===== config.mk =====
export PLATFORM = sky130hd
export DESIGN_NAME = sprite_blitter
export DESIGN_NICKNAME = d
export VERILOG_FILES = /design/src/rtl/sprite_blitter.sv
export SDC_FILE = /design/constraint.sdc
export NUM_CORES = 1
export LEC_CHECK = 0
export ABC_AREA = 1
export BUFFER_PORTS_ARGS = -buffer_cell sky130_fd_sc_hd__buf_2
export CAP_MARGIN = 10
export CORE_UTILIZATION = 35
export CTS_CLUSTER_DIAMETER = 120
export DETAILED_ROUTE_END_ITERATION = 7
export HOLD_SLACK_MARGIN = 0.05
export SLEW_MARGIN = 10
export SYNTH_ARGS = -nofsm -noshare
export SYNTH_HDL_FRONTEND = slang
export SYNTH_SLANG_ARGS = --single-unit

===== constraint.sdc =====
create_clock -name clk -period 4.3 [get_ports clk]
set_input_delay 0.645 -clock clk [delete_from_list [all_inputs] [get_ports clk]]
set_output_delay 0.645 -clock clk [all_outputs]
set_load 0.05 [all_outputs]

===== src/rtl/sprite_blitter.sv =====
// sprite_blitter: copies an IMG_W x IMG_H image from a synchronous ROM to the
// VGA adapter pixel port, with the image's top-left corner at (origin_x, origin_y).
// Pixels that fall off the screen are clipped. An optional transparent colour is
// skipped. Fill mode draws fill_col in place of the ROM data.
//
// Ports:
//   clk, reset          clock; synchronous active-high reset
//   start               request, sampled only in IDLE
//   origin_x/origin_y   top-left corner, latched on an accepted start
//   fill_mode/fill_col  solid-fill select and colour, latched on an accepted start
//   rom_addr/rom_data   ROM read port (row-major address, data ROM_LAT cycles later)
//   x_out/y_out/col_out pixel to the adapter, written when plot_go is high
//   busy                high while an image is in progress
//   done                one-cycle completion pulse
//   dbg_state           current FSM state, for observation only
//
// Handshake: start is accepted only while in IDLE (busy low, done low). It is
// ignored at any other time and is never queued. Every accepted start produces
// exactly one done pulse, unless a reset intervenes. On the done cycle busy is
// already low, and a new start may be presented in the cycle after done.
module sprite_blitter #(
  parameter int IMG_W      = 160,
  parameter int IMG_H      = 120,
  parameter int SCREEN_W   = 160,
  parameter int SCREEN_H   = 120,
  parameter int X_W        = 8,
  parameter int Y_W        = 7,
  parameter int COL_W      = 3,
  parameter int ADDR_W     = 15,
  parameter int ROM_LAT    = 1,
  parameter int TRANSP_EN  = 0,
  parameter int TRANSP_COL = 0
) (
  input  logic              clk,
  input  logic              reset,
  input  logic              start,
  input  logic [X_W-1:0]    origin_x,
  input  logic [Y_W-1:0]    origin_y,
  input  logic              fill_mode,
  input  logic [COL_W-1:0]  fill_col,
  output logic [ADDR_W-1:0] rom_addr,
  input  logic [COL_W-1:0]  rom_data,
  output logic [X_W-1:0]    x_out,
  output logic [Y_W-1:0]    y_out,
  output logic [COL_W-1:0]  col_out,
  output logic              plot_go,
  output logic              busy,
  output logic              done,
  output logic [1:0]        dbg_state
);

  localparam logic [1:0] IDLE  = 2'd0;
  localparam logic [1:0] SCAN  = 2'd1;
  localparam logic [1:0] DRAIN = 2'd2;
  localparam logic [1:0] DONE  = 2'd3;

  localparam logic [ADDR_W-1:0] LAST_ADDR  = ADDR_W'(IMG_W * IMG_H - 1);
  localparam logic [X_W:0]      C_LAST     = (X_W + 1)'(IMG_W - 1);
  localparam logic [X_W:0]      SCR_W      = (X_W + 1)'(SCREEN_W);
  localparam logic [Y_W:0]      SCR_H      = (Y_W + 1)'(SCREEN_H);
  localparam logic [1:0]        DRAIN_LAST = 2'(ROM_LAT);
  localparam logic [COL_W-1:0]  TR_COL     = COL_W'(TRANSP_COL);
  localparam bit                TRANSP_ON  = (TRANSP_EN != 0);

  logic [1:0]       state;
  logic [1:0]       drain_cnt;
  logic [X_W:0]     c;
  logic [Y_W:0]     r;
  logic [X_W-1:0]   ox_q;
  logic [Y_W-1:0]   oy_q;
  logic             fill_q;
  logic [COL_W-1:0] fcol_q;

  // Screen coordinates of the address on rom_addr this cycle. They are one bit
  // wider than the coordinate ports, so a right or bottom overflow shows up as
  // ">= SCREEN" and is clipped instead of wrapping back onto the screen.
  logic [X_W:0] sx0;
  logic [Y_W:0] sy0;
  assign sx0 = {1'b0, ox_q} + c;
  assign sy0 = {1'b0, oy_q} + r;

  // Coordinate and valid pipeline. Stage k holds the address that was issued k
  // cycles ago, so stage ROM_LAT lines up with rom_data.
  logic         p_v  [1:ROM_LAT];
  logic [X_W:0] p_sx [1:ROM_LAT];
  logic [Y_W:0] p_sy [1:ROM_LAT];

  logic on_screen;
  logic transp_hit;
  assign on_screen  = (p_sx[ROM_LAT] < SCR_W) && (p_sy[ROM_LAT] < SCR_H);
  assign transp_hit = TRANSP_ON && !fill_q && (rom_data == TR_COL);

  assign busy      = (state == SCAN) || (state == DRAIN);
  assign done      = (state == DONE);
  assign dbg_state = state;

  always_ff @(posedge clk) begin
    if (reset) begin
      state     <= IDLE;
      drain_cnt <= '0;
      c         <= '0;
      r         <= '0;
      ox_q      <= '0;
      oy_q      <= '0;
      fill_q    <= 1'b0;
      fcol_q    <= '0;
      rom_addr  <= '0;
    end else begin
      case (state)
        IDLE: begin
          if (start) begin
            ox_q     <= origin_x;
            oy_q     <= origin_y;
            fill_q   <= fill_mode;
            fcol_q   <= fill_col;
            c        <= '0;
            r        <= '0;
            rom_addr <= '0;
            state    <= SCAN;
          end
        end
        SCAN: begin
          if (rom_addr == LAST_ADDR) begin
            drain_cnt <= '0;
            state     <= DRAIN;
          end else begin
            rom_addr <= rom_addr + 1'b1;
            if (c == C_LAST) begin
              c <= '0;
              r <= r + 1'b1;
            end else begin
              c <= c + 1'b1;
            end
          end
        end
        DRAIN: begin
          // Covers the ROM latency plus the output register for the last pixel.
          if (drain_cnt == DRAIN_LAST) state <= DONE;
          else drain_cnt <= drain_cnt + 1'b1;
        end
        DONE:    state <= IDLE;
        default: state <= IDLE;
      endcase
    end
  end

  always_ff @(posedge clk) begin
    if (reset) begin
      for (int k = 1; k <= ROM_LAT; k++) begin
        p_v[k]  <= 1'b0;
        p_sx[k] <= '0;
        p_sy[k] <= '0;
      end
      plot_go <= 1'b0;
      x_out   <= '0;
      y_out   <= '0;
      col_out <= '0;
    end else begin
      p_v[1]  <= (state == SCAN);
      p_sx[1] <= sx0;
      p_sy[1] <= sy0;
      for (int k = 2; k <= ROM_LAT; k++) begin
        p_v[k]  <= p_v[k-1];
        p_sx[k] <= p_sx[k-1];
        p_sy[k] <= p_sy[k-1];
      end
      plot_go <= p_v[ROM_LAT] && on_screen && !transp_hit;
      // Clipped and transparent pixels still present their truncated coordinates
      // and colour. Outside an image the last pixel is held and plot_go is low.
      if (p_v[ROM_LAT]) begin
        x_out   <= p_sx[ROM_LAT][X_W-1:0];
        y_out   <= p_sy[ROM_LAT][Y_W-1:0];
        col_out <= fill_q ? fcol_q : rom_data;
      end
    end
  end

endmodule


==> results.md, run 1 <==
* Worst-path clk slew at 0.07 ns
* Placement Setup Slack at 1.72 ns
* Clock latency at the later pin of the worst-skew pair at 0.35 ns
* # Post-CTS Setup Buffers at 0
* LEAKAGE at 2.47 nW
* Startpoint types: flop
* Root buffer cell: clkbuf_16
* Area leader, netlist: dfxtp_1
* Share of layout cells above drive strength 1 at 13.0%
* Share of the synthesized area in the top cell type at 39.8%
* Post-synth top cells: nand2_1, nor2_1, dfxtp_1
* Worst-path fanout max at 21
* TNS Setup at 0 ns
* Num Clock Sinks at 92
* Max cap viols at 0
* Cell Area, Synth at 4620 um2
* H-tree Lvls at 3
* Flop and latch count out of synthesis at 92
* Avg Cell Area, Syn at 7.00 um2
* Overall Global Routing Usage at 17.6%
* Fill cell count at 1312
* Final WS setup at 1.76 ns
* Type of the most critical hold path: reg -> reg
* Mux cell area share after synthesis at 0%
* DR pass1 iterations at 4
* Period utilization at 59.0%
* Row cnt at 41
* IO buf count at 62
* CTS Buf Count at 9
* Hold Path Stages at 2
* HPWL after detailed placement at 8140 um
* Highest clock rate at 394 MHz
* Crit-path max cell delay at 0.53 ns
* Worst relative slew slack at 46.8%
* Status: completed
* Post-synthesis simple-gate area fraction at 30.7%
* Primary FF master, synth: dfxtp_1
* Vias in the first global route at 4065
* Yosys cell types at 39
* Final Skew at 0.00412 ns
* Yosys warning count at 0
* RR Startpoint: dbg_state[1]
* Post-synthesis adder-cell area fraction at 7.09%
* Data arrival time of the critical path at 2.81 ns
* Bufs on Longest Clock Path at 2
* Resize count post-CTS at 0
* Reg2Reg Depth at 8
* Top cells by area, synth: dfxtp_1, nand2_1, nor2_1
* First-pass GRT wire length at 18800 um
* RSZ-0062 raised after global routing: no
* Final GP Congestion at 0.840
* Post-layout nets at 762
* Mapped Nets at 710
* Final Hold Vio Count at 0
* Cells after Synth at 660
* Post-synthesis compound-gate area fraction at 13.5%
* Routed wire length at 11300 um
* Die Ht at 117 um
* Die area at 13700 um2
* Final setup viols at 0
* Minimum clock period at 2.54 ns
* Largest family of logic cells by synthesized area: simple AND/OR/NAND/NOR gates
* Via count at 4370
* Post-synthesis sequential area ratio at 39.8%
* Die W at 117 um
* Crit-path leading delay family: simple AND/OR/NAND/NOR gates
* Initial DRC Count at 292
* Synth async-reset ratio at 0%
* CP endpoint kind: flop
* DRC at 0
* Ports at 63
* Hold_buf cts at 0
* Overflow after GRT at 0
* Worst Max-Slew Pin Slew at 0.798 ns
* Antenna Violating Nets Remaining at 0
* Core box area at 12800 um2
* Hold_sp: p_sy[1][2]
* Worst EP required at 4.58 ns
* Worst path cell trace: inv_1, ha_1, inv_2, nand2_2, nand3_4, nor2_1, nand2_1, o21ai_1
* Initial cell density of the core at 36.2%
* WS Path Type: reg -> reg
* Number of synthesized flops with an enable pin at 0
* Initial antenna violation count at 0
* Area Growth Syn to Fin at 15.5%
* Hold path endpoint: y_out[2]
* Xor and xnor area share after synthesis at 0.568%
* DR WL/cell at 12.7 um
* Worst reg2reg setup slack at 1.76 ns
* Pin count of the biggest net entering global routing at 42
* Final Slew Violations at 0
* Via-to-Cell Ratio at 4.92
* FF-to-FF End: c[7]
* Worst path slowest cell: ha_1
* # diodes at 0
* Most common cell in the synthesized netlist: nand2_1
* PD cells at 538 nW/um2
* Peak supply drop at 213 uV
* Buf/Inv on CP at 2
* CTS tree: done
==> layout make-up <==
type,instances,area (um2),share of cell area [%]
clock buffers,9,225,4.22
repair buffers,63,318,5.95
flip-flops and latches,92,1840,34.5
clock inverters,6,72.6,1.36
multi-input cells,473,2390,44.8
inverters,73,274,5.13
well taps,172,215,4.03
==> layout by cell type, fill, tap and decap left out, drive strengths merged, types with 2 or more instances in the layout <==
cell type,n
inv,74
a31oi,3
dfxtp,92
nor3b,2
o211ai,5
fa,2
or2,3
xor2,2
nand2,136
a21oi,31
a211oi,2
o21bai,3
nand3,34
o21ai,67
nor3,5
buf,63
nor2,127
nand4,19
clkbuf,9
ha,23
o21a,3
clkinv,3
==> state kept, by name, summed over array words and instances (netlist names), 7 cells and up <==
register  count
rom_addr     15
oy_q          7
x_out         8
y_out         7
ox_q          8
r             8
p_sx          9
p_sy          8
c             9
==> worst min-delay path, cell delays in order, from the launching register on <==
cell and delay (ns):
dfxtp_1 0.31, nor2_1 0.04, nor2_1 0.08
==> per-layer routing <==
layer / global-route usage (%) / vias up / part of all wire [%]
li1: - / 2244 / -
met1: 22.4 / 2025 / 46
met2: 29.8 / 85 / 49
met3: 2.83 / 16 / 3.2
met4: 6.75 / 0 / 1.7
met5: 0 / - / 0
==> through the flow <==
step	hold WS [ns]	instances	utilization, %	instance area [um2]	power [W]
after global routing	0.469	888	41.8	5340	0.00306
after global placement	0.440	873	39.5	5040	0.00208
after CTS	0.461	888	41.8	5340	0.00289
after floorplan	0.431	660	-	4620	0.00188
final	0.455	888	41.8	5340	0.00287
after detailed placement	0.444	873	39.5	5040	0.00209
==> cell families (layout without fill, tap and decap cells) <==
group                    Yosys count  after routing
AO/OA/AOI/OAI                    116            116
XOR/XNOR                           3              3
adder cells (fa/ha/maj)           25             25
buffers and inverters             95            151
flip-flops                        92             92
AND/OR/NAND/NOR                  329            329
==> report_power, final <==
group,internal (W),leakage (nW),switching (W)
clock,0.000454,0.142,0.000353
combinational,0.000250,1.57,0.000720
sequential,0.000995,0.751,0.000100
==> worst max path at each step <==
stage,startpoint,end,slack [ns],depth (start not counted)
floorplan,dbg_state[0],busy,2.26,2
global placement,start,oy_q[3],1.74,5
detailed placement,start,ox_q[5],1.72,5
CTS,dbg_state[1],rom_addr[13],1.73,8
global route,dbg_state[1],c[5],1.50,8
finish,dbg_state[1],c[7],1.76,8
No activity file was read; power rests on OpenSTA's default activity.
==> run 2: changes to the inputs <==
--- a/config.mk
+++ b/config.mk
@@ -5,7 +5,7 @@
 export SDC_FILE = /design/constraint.sdc
 export NUM_CORES = 1
 export LEC_CHECK = 0
-export ABC_AREA = 1
+export ABC_AREA = 0
 export BUFFER_PORTS_ARGS = -buffer_cell sky130_fd_sc_hd__buf_2
 export CAP_MARGIN = 10
 export CORE_UTILIZATION = 35
==> constraint.sdc (replaced) <==
create_clock -name clk -period 2.5 [get_ports clk]
set_input_delay 0.375 -clock clk [delete_from_list [all_inputs] [get_ports clk]]
set_output_delay 0.375 -clock clk [all_outputs]
set_load 0.05 [all_outputs]
==> results.md, run 2 <==
* Status: completed
* Worst-path clk slew at 0.07 ns
* Mux cell area share after synthesis at 4.88%
* Switching share of power at 36.8%
* Flop and latch count out of synthesis at 92
* Area of the multi-input gates at 2480 um2
* Most common cell in the synthesized netlist: dfxtp_1
* RR Startpoint: rom_addr[0]
* Xor and xnor area share after synthesis at 1.93%
* Crit path from: rom_addr[0]
* H-tree Lvls at 3
* Worst-path fanout max at 15
* Startpoint types: flop
* # Post-CTS Setup Buffers at 0
* Minimum clock period at 2.34 ns
* Die W at 116 um
* Flop pwr share at 40.0%
* DR pass1 iterations at 4
* CTS Buf Count at 9
* Post-layout nets at 630
* Placed Area at 5050 um2
* Data arrival time of the critical path at 2.55 ns
* Worst reg2reg setup slack at 0.16 ns
* Reg2Reg Depth at 6
* First-pass GRT wire length at 18700 um
* Worst EP required at 2.70 ns
* Cells after Synth at 519
* Routed wire length at 11200 um
* IO buf count at 62
* Critical path capture point: c[6]
* Most frequent cells in the layout: dfxtp_1, nand2_1, buf_2, nor2_1, a21oi_1
* Post-synth top cells: dfxtp_1, nand2_1, nor2_1
* Fin area at 5340 um2
* Final Skew at 0.00556 ns
* DR WL/cell at 14.8 um
* Post-route met1 wirelength at 5620 um
* Vias in the first global route at 3715
* Hold_buf cts at 0
* Primary FF master, synth: dfxtp_1
* LEAKAGE at 2.08 nW
* Initial antenna violation count at 0
* Num Clock Sinks at 92
* Type of the most critical hold path: in -> reg
* Bufs on Longest Clock Path at 2
* Overflow after GRT at 0
* Number of synthesized flops with an enable pin at 0
* Avg Cell Area, Syn at 8.74 um2
* Final Slew Violations at 0
* RSZ-0062 raised after global routing: no
* Fill cell count at 1298
* Post-synthesis adder-cell area fraction at 7.23%
* FF-to-FF End: c[6]
* Share of the synthesized area in the top cell type at 40.6%
* Largest family of logic cells by synthesized area: simple AND/OR/NAND/NOR gates
* Post-synthesis sequential area ratio at 40.6%
* CTS tree: done
* Row cnt at 41
* Post-synthesis simple-gate area fraction at 23.0%
* Via count at 4013
* Net Sw Power at 0.00157 W
* Cell-internal power at 0.00270 W
* Ports at 63
* Final GP Congestion at 0.819
* TNS Setup at 0 ns
* Overall Global Routing Usage at 17.8%
* Highest clock rate at 427 MHz
* Area leader, netlist: dfxtp_1
* Synth async-reset ratio at 0%
* Util after Layout at 42.3%
* Root buffer cell: clkbuf_16
* Share of layout cells above drive strength 1 at 17.4%
* # diodes at 0
* Area Growth Syn to Fin at 17.6%
* PD cells at 801 nW/um2
* Top cells by area, synth: dfxtp_1, ha_1, nand2_1
* Clock network fraction of total power at 30.7%
* Die Ht at 116 um
* WHS at 0.262 ns
* Reg with most FFs: rom_addr
* Sequential cell area at 1840 um2
* Leading cell type in the layout, fill and taps excluded: dfxtp_1
* DRC at 0
* Max cap viols at 0
* Yosys cell types at 59
* Post-synthesis compound-gate area fraction at 17.6%
* Largest register FFs at 15
* Antenna Violating Nets Remaining at 0
* Initial DRC Count at 274
* Met3 Wirelength at 628 um
* Clock latency at the later pin of the worst-skew pair at 0.34 ns
* Worst relative slew slack at 36.3%
* Yosys warning count at 0
* Met2 Wirelength at 4940 um
* Logic pwr share at 29.3%
* WS Path Type: reg -> reg
* HPWL after detailed placement at 7890 um
* Final Hold Vio Count at 0
* Via-to-Cell Ratio at 5.30
* Top Registers: rom_addr x15, c x9, p_sx x9
* Worst Max-Slew Pin Slew at 0.946 ns
* Initial cell density of the core at 36.0%
* Cell Area, Synth at 4540 um2
* CP endpoint kind: flop
* Die area at 13400 um2
* Period utilization at 93.8%
* Resize count post-CTS at 0
* Final setup viols at 0
* Peak supply drop at 522 uV
* Pin count of the biggest net entering global routing at 73
* Max Used Layer: met4
* Core box area at 12600 um2
* Tot Pwr at 0.00427 W
* Mapped Nets at 569
[run 2: critical path, stage by stage (launching register included)]
cell	delay [ns]
dfxtp_1	0.40
ha_1	0.26
nand3_1	0.34
or4_1	0.64
buf_4	0.22
nand3_1	0.17
o221ai_1	0.16
[run 2: cell type report]
type	count	area share, %
multi-input cells	374	46.5
flip-flops and latches	92	34.5
repair buffers	75	7.64
clock buffers	9	4.22
well taps	172	4.03
inverters	28	1.97
clock inverters	7	1.10
[run 2: kinds of logic after synthesis]
family,Yosys count
xor+xnor,10
compound gates,113
simple gates,204
fa+ha+maj,25
mux,22
buf+inv,53
flops,92
[run 2: worst min-delay path by stage]
stage	start	endpoint	cells after the start
2_1_floorplan	p_sy[1][3]	plot_go	1
3_3_place_gp	p_sx[1][3]	x_out[3]	2
3_5_place_dp	fcol_q[2]	fcol_q[2]	2
4_1_cts	origin_y[1]	oy_q[1]	3
5_1_grt	origin_y[6]	oy_q[6]	3
6_report	origin_y[1]	oy_q[1]	3
[run 2: routing by layer]
layer / track usage, % / vias to the layer above
met2: 27.5 / 118
met4: 4.53 / 0
met3: 5.07 / 2
li1: - / 2042
met1: 24.3 / 1851
met5: 0 / -
[run 2: power groups by stage]
| stage | Combinational [W] | Sequential, W | Clock (W) |
|---|---|---|---|
| after floorplan | 0.000781 | 0.00186 | 0 |
| after global placement | 0.00125 | 0.00174 | 0 |
| after detailed placement | 0.00125 | 0.00174 | 0 |
| after CTS | 0.00126 | 0.00171 | 0.00135 |
| after global routing | 0.00139 | 0.00173 | 0.00142 |
| final | 0.00125 | 0.00171 | 0.00131 |
[run 2: through the flow]
step,setup slack (ns),std cells
3_3_place_gp,0.280,741
3_5_place_dp,0.139,741
2_1_floorplan,0.0430,519
5_1_grt,0.00566,757
6_report,0.156,757
4_1_cts,0.120,757
==> run 3: changes to the inputs <==
--- a/config.mk
+++ b/config.mk
@@ -6,8 +6,9 @@
 export NUM_CORES = 1
 export LEC_CHECK = 0
 export ABC_AREA = 0
-export BUFFER_PORTS_ARGS = -buffer_cell sky130_fd_sc_hd__buf_2
+export BUFFER_PORTS_ARGS = -buffer_cell sky130_fd_sc_hd__buf_4
 export CAP_MARGIN = 10
+export CORE_MARGIN = 8
 export CORE_UTILIZATION = 35
 export CTS_CLUSTER_DIAMETER = 120
 export DETAILED_ROUTE_END_ITERATION = 7
==> results.md, run 3 (same netlist as run 2, synthesis figures left out) <==
* Status: completed
* TNS Setup at 0 ns
* Tot Pwr at 0.00436 W
* Worst relative slew slack at 36.3%
* Most frequent cells in the layout: dfxtp_1, buf_4, nand2_1, nor2_1, a21oi_1
* CTS Buf Count at 9
* Antenna Violating Nets Remaining at 0
* PD cells at 788 nW/um2
* Final GP Congestion at 0.853
* Switching share of power at 34.9%
* Row cnt at 41
* RSZ-0062 raised after global routing: no
* Post-Place Cells at 745
* Bufs on Longest Clock Path at 2
* Initial antenna violation count at 0
* DRC at 0
* Via count at 4041
* Leading cell type in the layout, fill and taps excluded: dfxtp_1
* Worst path cell trace: inv_1, ha_1, o21ai_0, buf_4, nor2_1, a311oi_1
* Via-to-Cell Ratio at 5.32
* Final Skew at 0.00744 ns
* Initial cell density of the core at 36.0%
* Largest register FFs at 15
* Die area at 16900 um2
* Data arrival time of the critical path at 2.59 ns
* Period utilization at 94.0%
* Hold Path Stages at 3
* Core box area at 12600 um2
* Final setup viols at 0
* # diodes at 0
* Final Slew Violations at 0
* Overflow after GRT at 0
* IO buf count at 62
* DR pass1 iterations at 4
* Worst EP required at 2.74 ns
* First-pass GRT wire length at 19500 um
* Peak supply drop at 778 uV
* Startpoint types: flop
* Net Sw Power at 0.00152 W
* CP endpoint kind: flop
* Die Ht at 130 um
* Crit-path max cell delay at 0.76 ns
* Vias in the first global route at 3894
* Num Clock Sinks at 92
* Top Registers: rom_addr x15, c x9, p_sx x9
* Pin count of the biggest net entering global routing at 36
* Share of layout cells above drive strength 1 at 17.9%
* Highest clock rate at 426 MHz
* Hold_buf cts at 0
* Reg with most FFs: rom_addr
* Root buffer cell: clkbuf_16
* Hold_sp: fill_mode
* Max cap viols at 0
* Minimum clock period at 2.35 ns
* Initial DRC Count at 249
* LEAKAGE at 2.11 nW
* H-tree Lvls at 3
* Area Growth Syn to Fin at 22.0%
* FF-to-FF End: rom_addr[6]
* Ports at 63
* Type of the most critical hold path: in -> reg
* HPWL after detailed placement at 8540 um
* Worst-path clk slew at 0.06 ns
* CTS tree: done
* Die W at 130 um
* Flop pwr share at 39.3%
* Overall Global Routing Usage at 14.4%
* WS Path Type: reg -> reg
* Worst Max-Slew Pin Slew at 0.945 ns
* Clock network fraction of total power at 30.3%
* Worst reg2reg setup slack at 0.15 ns
* RR Startpoint: dbg_state[0]
* Post-layout nets at 634
* DR WL/cell at 15.3 um
* Worst-path fanout max at 7
* Routed wire length at 11600 um
* Final Hold Vio Count at 0
* Fin area at 5530 um2
* Logic pwr share at 30.4%
* Reg2Reg Depth at 6
* Hold path endpoint: fill_q
* Clock latency at the later pin of the worst-skew pair at 0.34 ns
* Placed Area at 5230 um2
* Worst path slowest cell: o21ai_0
* Cell-internal power at 0.00284 W
* Finished Layout Cells at 760
## run 3: area by class of cell
cell class	count	area (um2)
fill	1288	7090
multi-input combinational	374	2490
sequential	92	1840
timing repair buffer	79	593
clock buffer	11	233
tap	172	215
inverter	28	105
clock inverter	4	51.3
## run 3: what timing repair did
action | in CTS | in global routing
hold endpoints to repair | 0 | 0
resized for setup | 0 | 3
endpoints found under the setup margin | 0 | 12
buffers inserted | 0 | 0
## run 3: critical path, delay by kind of cell (launching register included)
kind / cells / cell delay, ns
AOI/OAI and AO/OA: 2 / 1.09
DFF: 1 / 0.39
buffers and inverters: 2 / 0.39
adders and majority gates: 1 / 0.26
and+or+nand+nor: 1 / 0.12
## run 3: per-layer routing
metal  track usage (%)  wire length [um]
met5                 0                 0
met4              4.99               225
met3              4.32               803
met2              21.7              4850
met1              19.0              5750
## run 3: how the worst max path moves through the flow
stage	startpoint	to	slack, ns	cells past startpoint
floorplan	rom_addr[0]	rom_addr[4]	0.04	7
global placement	dbg_state[0]	r[3]	0.28	6
detailed placement	dbg_state[0]	rom_addr[9]	0.17	6
CTS	dbg_state[0]	rom_addr[9]	0.16	6
global route	dbg_state[1]	rom_addr[6]	0.007	6
finish	dbg_state[0]	rom_addr[6]	0.15	6
## run 3: through the flow
stage | setup slack [ns] | utilization, % | hold WS, ns
floorplan | 0.0430 | - | 0.431
global placement | 0.284 | 41.5 | 0.447
detailed placement | 0.170 | 41.5 | 0.456
CTS | 0.156 | 43.7 | 0.270
global route | 0.00750 | 43.9 | 0.270
finish | 0.150 | 43.9 | 0.277
## run 3: power by group through the flow
stage	registers, W	logic (W)	clock network, W
3_3_place_gp	0.00174	0.00130	0
4_1_cts	0.00171	0.00132	0.00135
3_5_place_dp	0.00175	0.00131	0
2_1_floorplan	0.00186	0.000781	0
6_report	0.00171	0.00133	0.00132
5_1_grt	0.00173	0.00146	0.00143
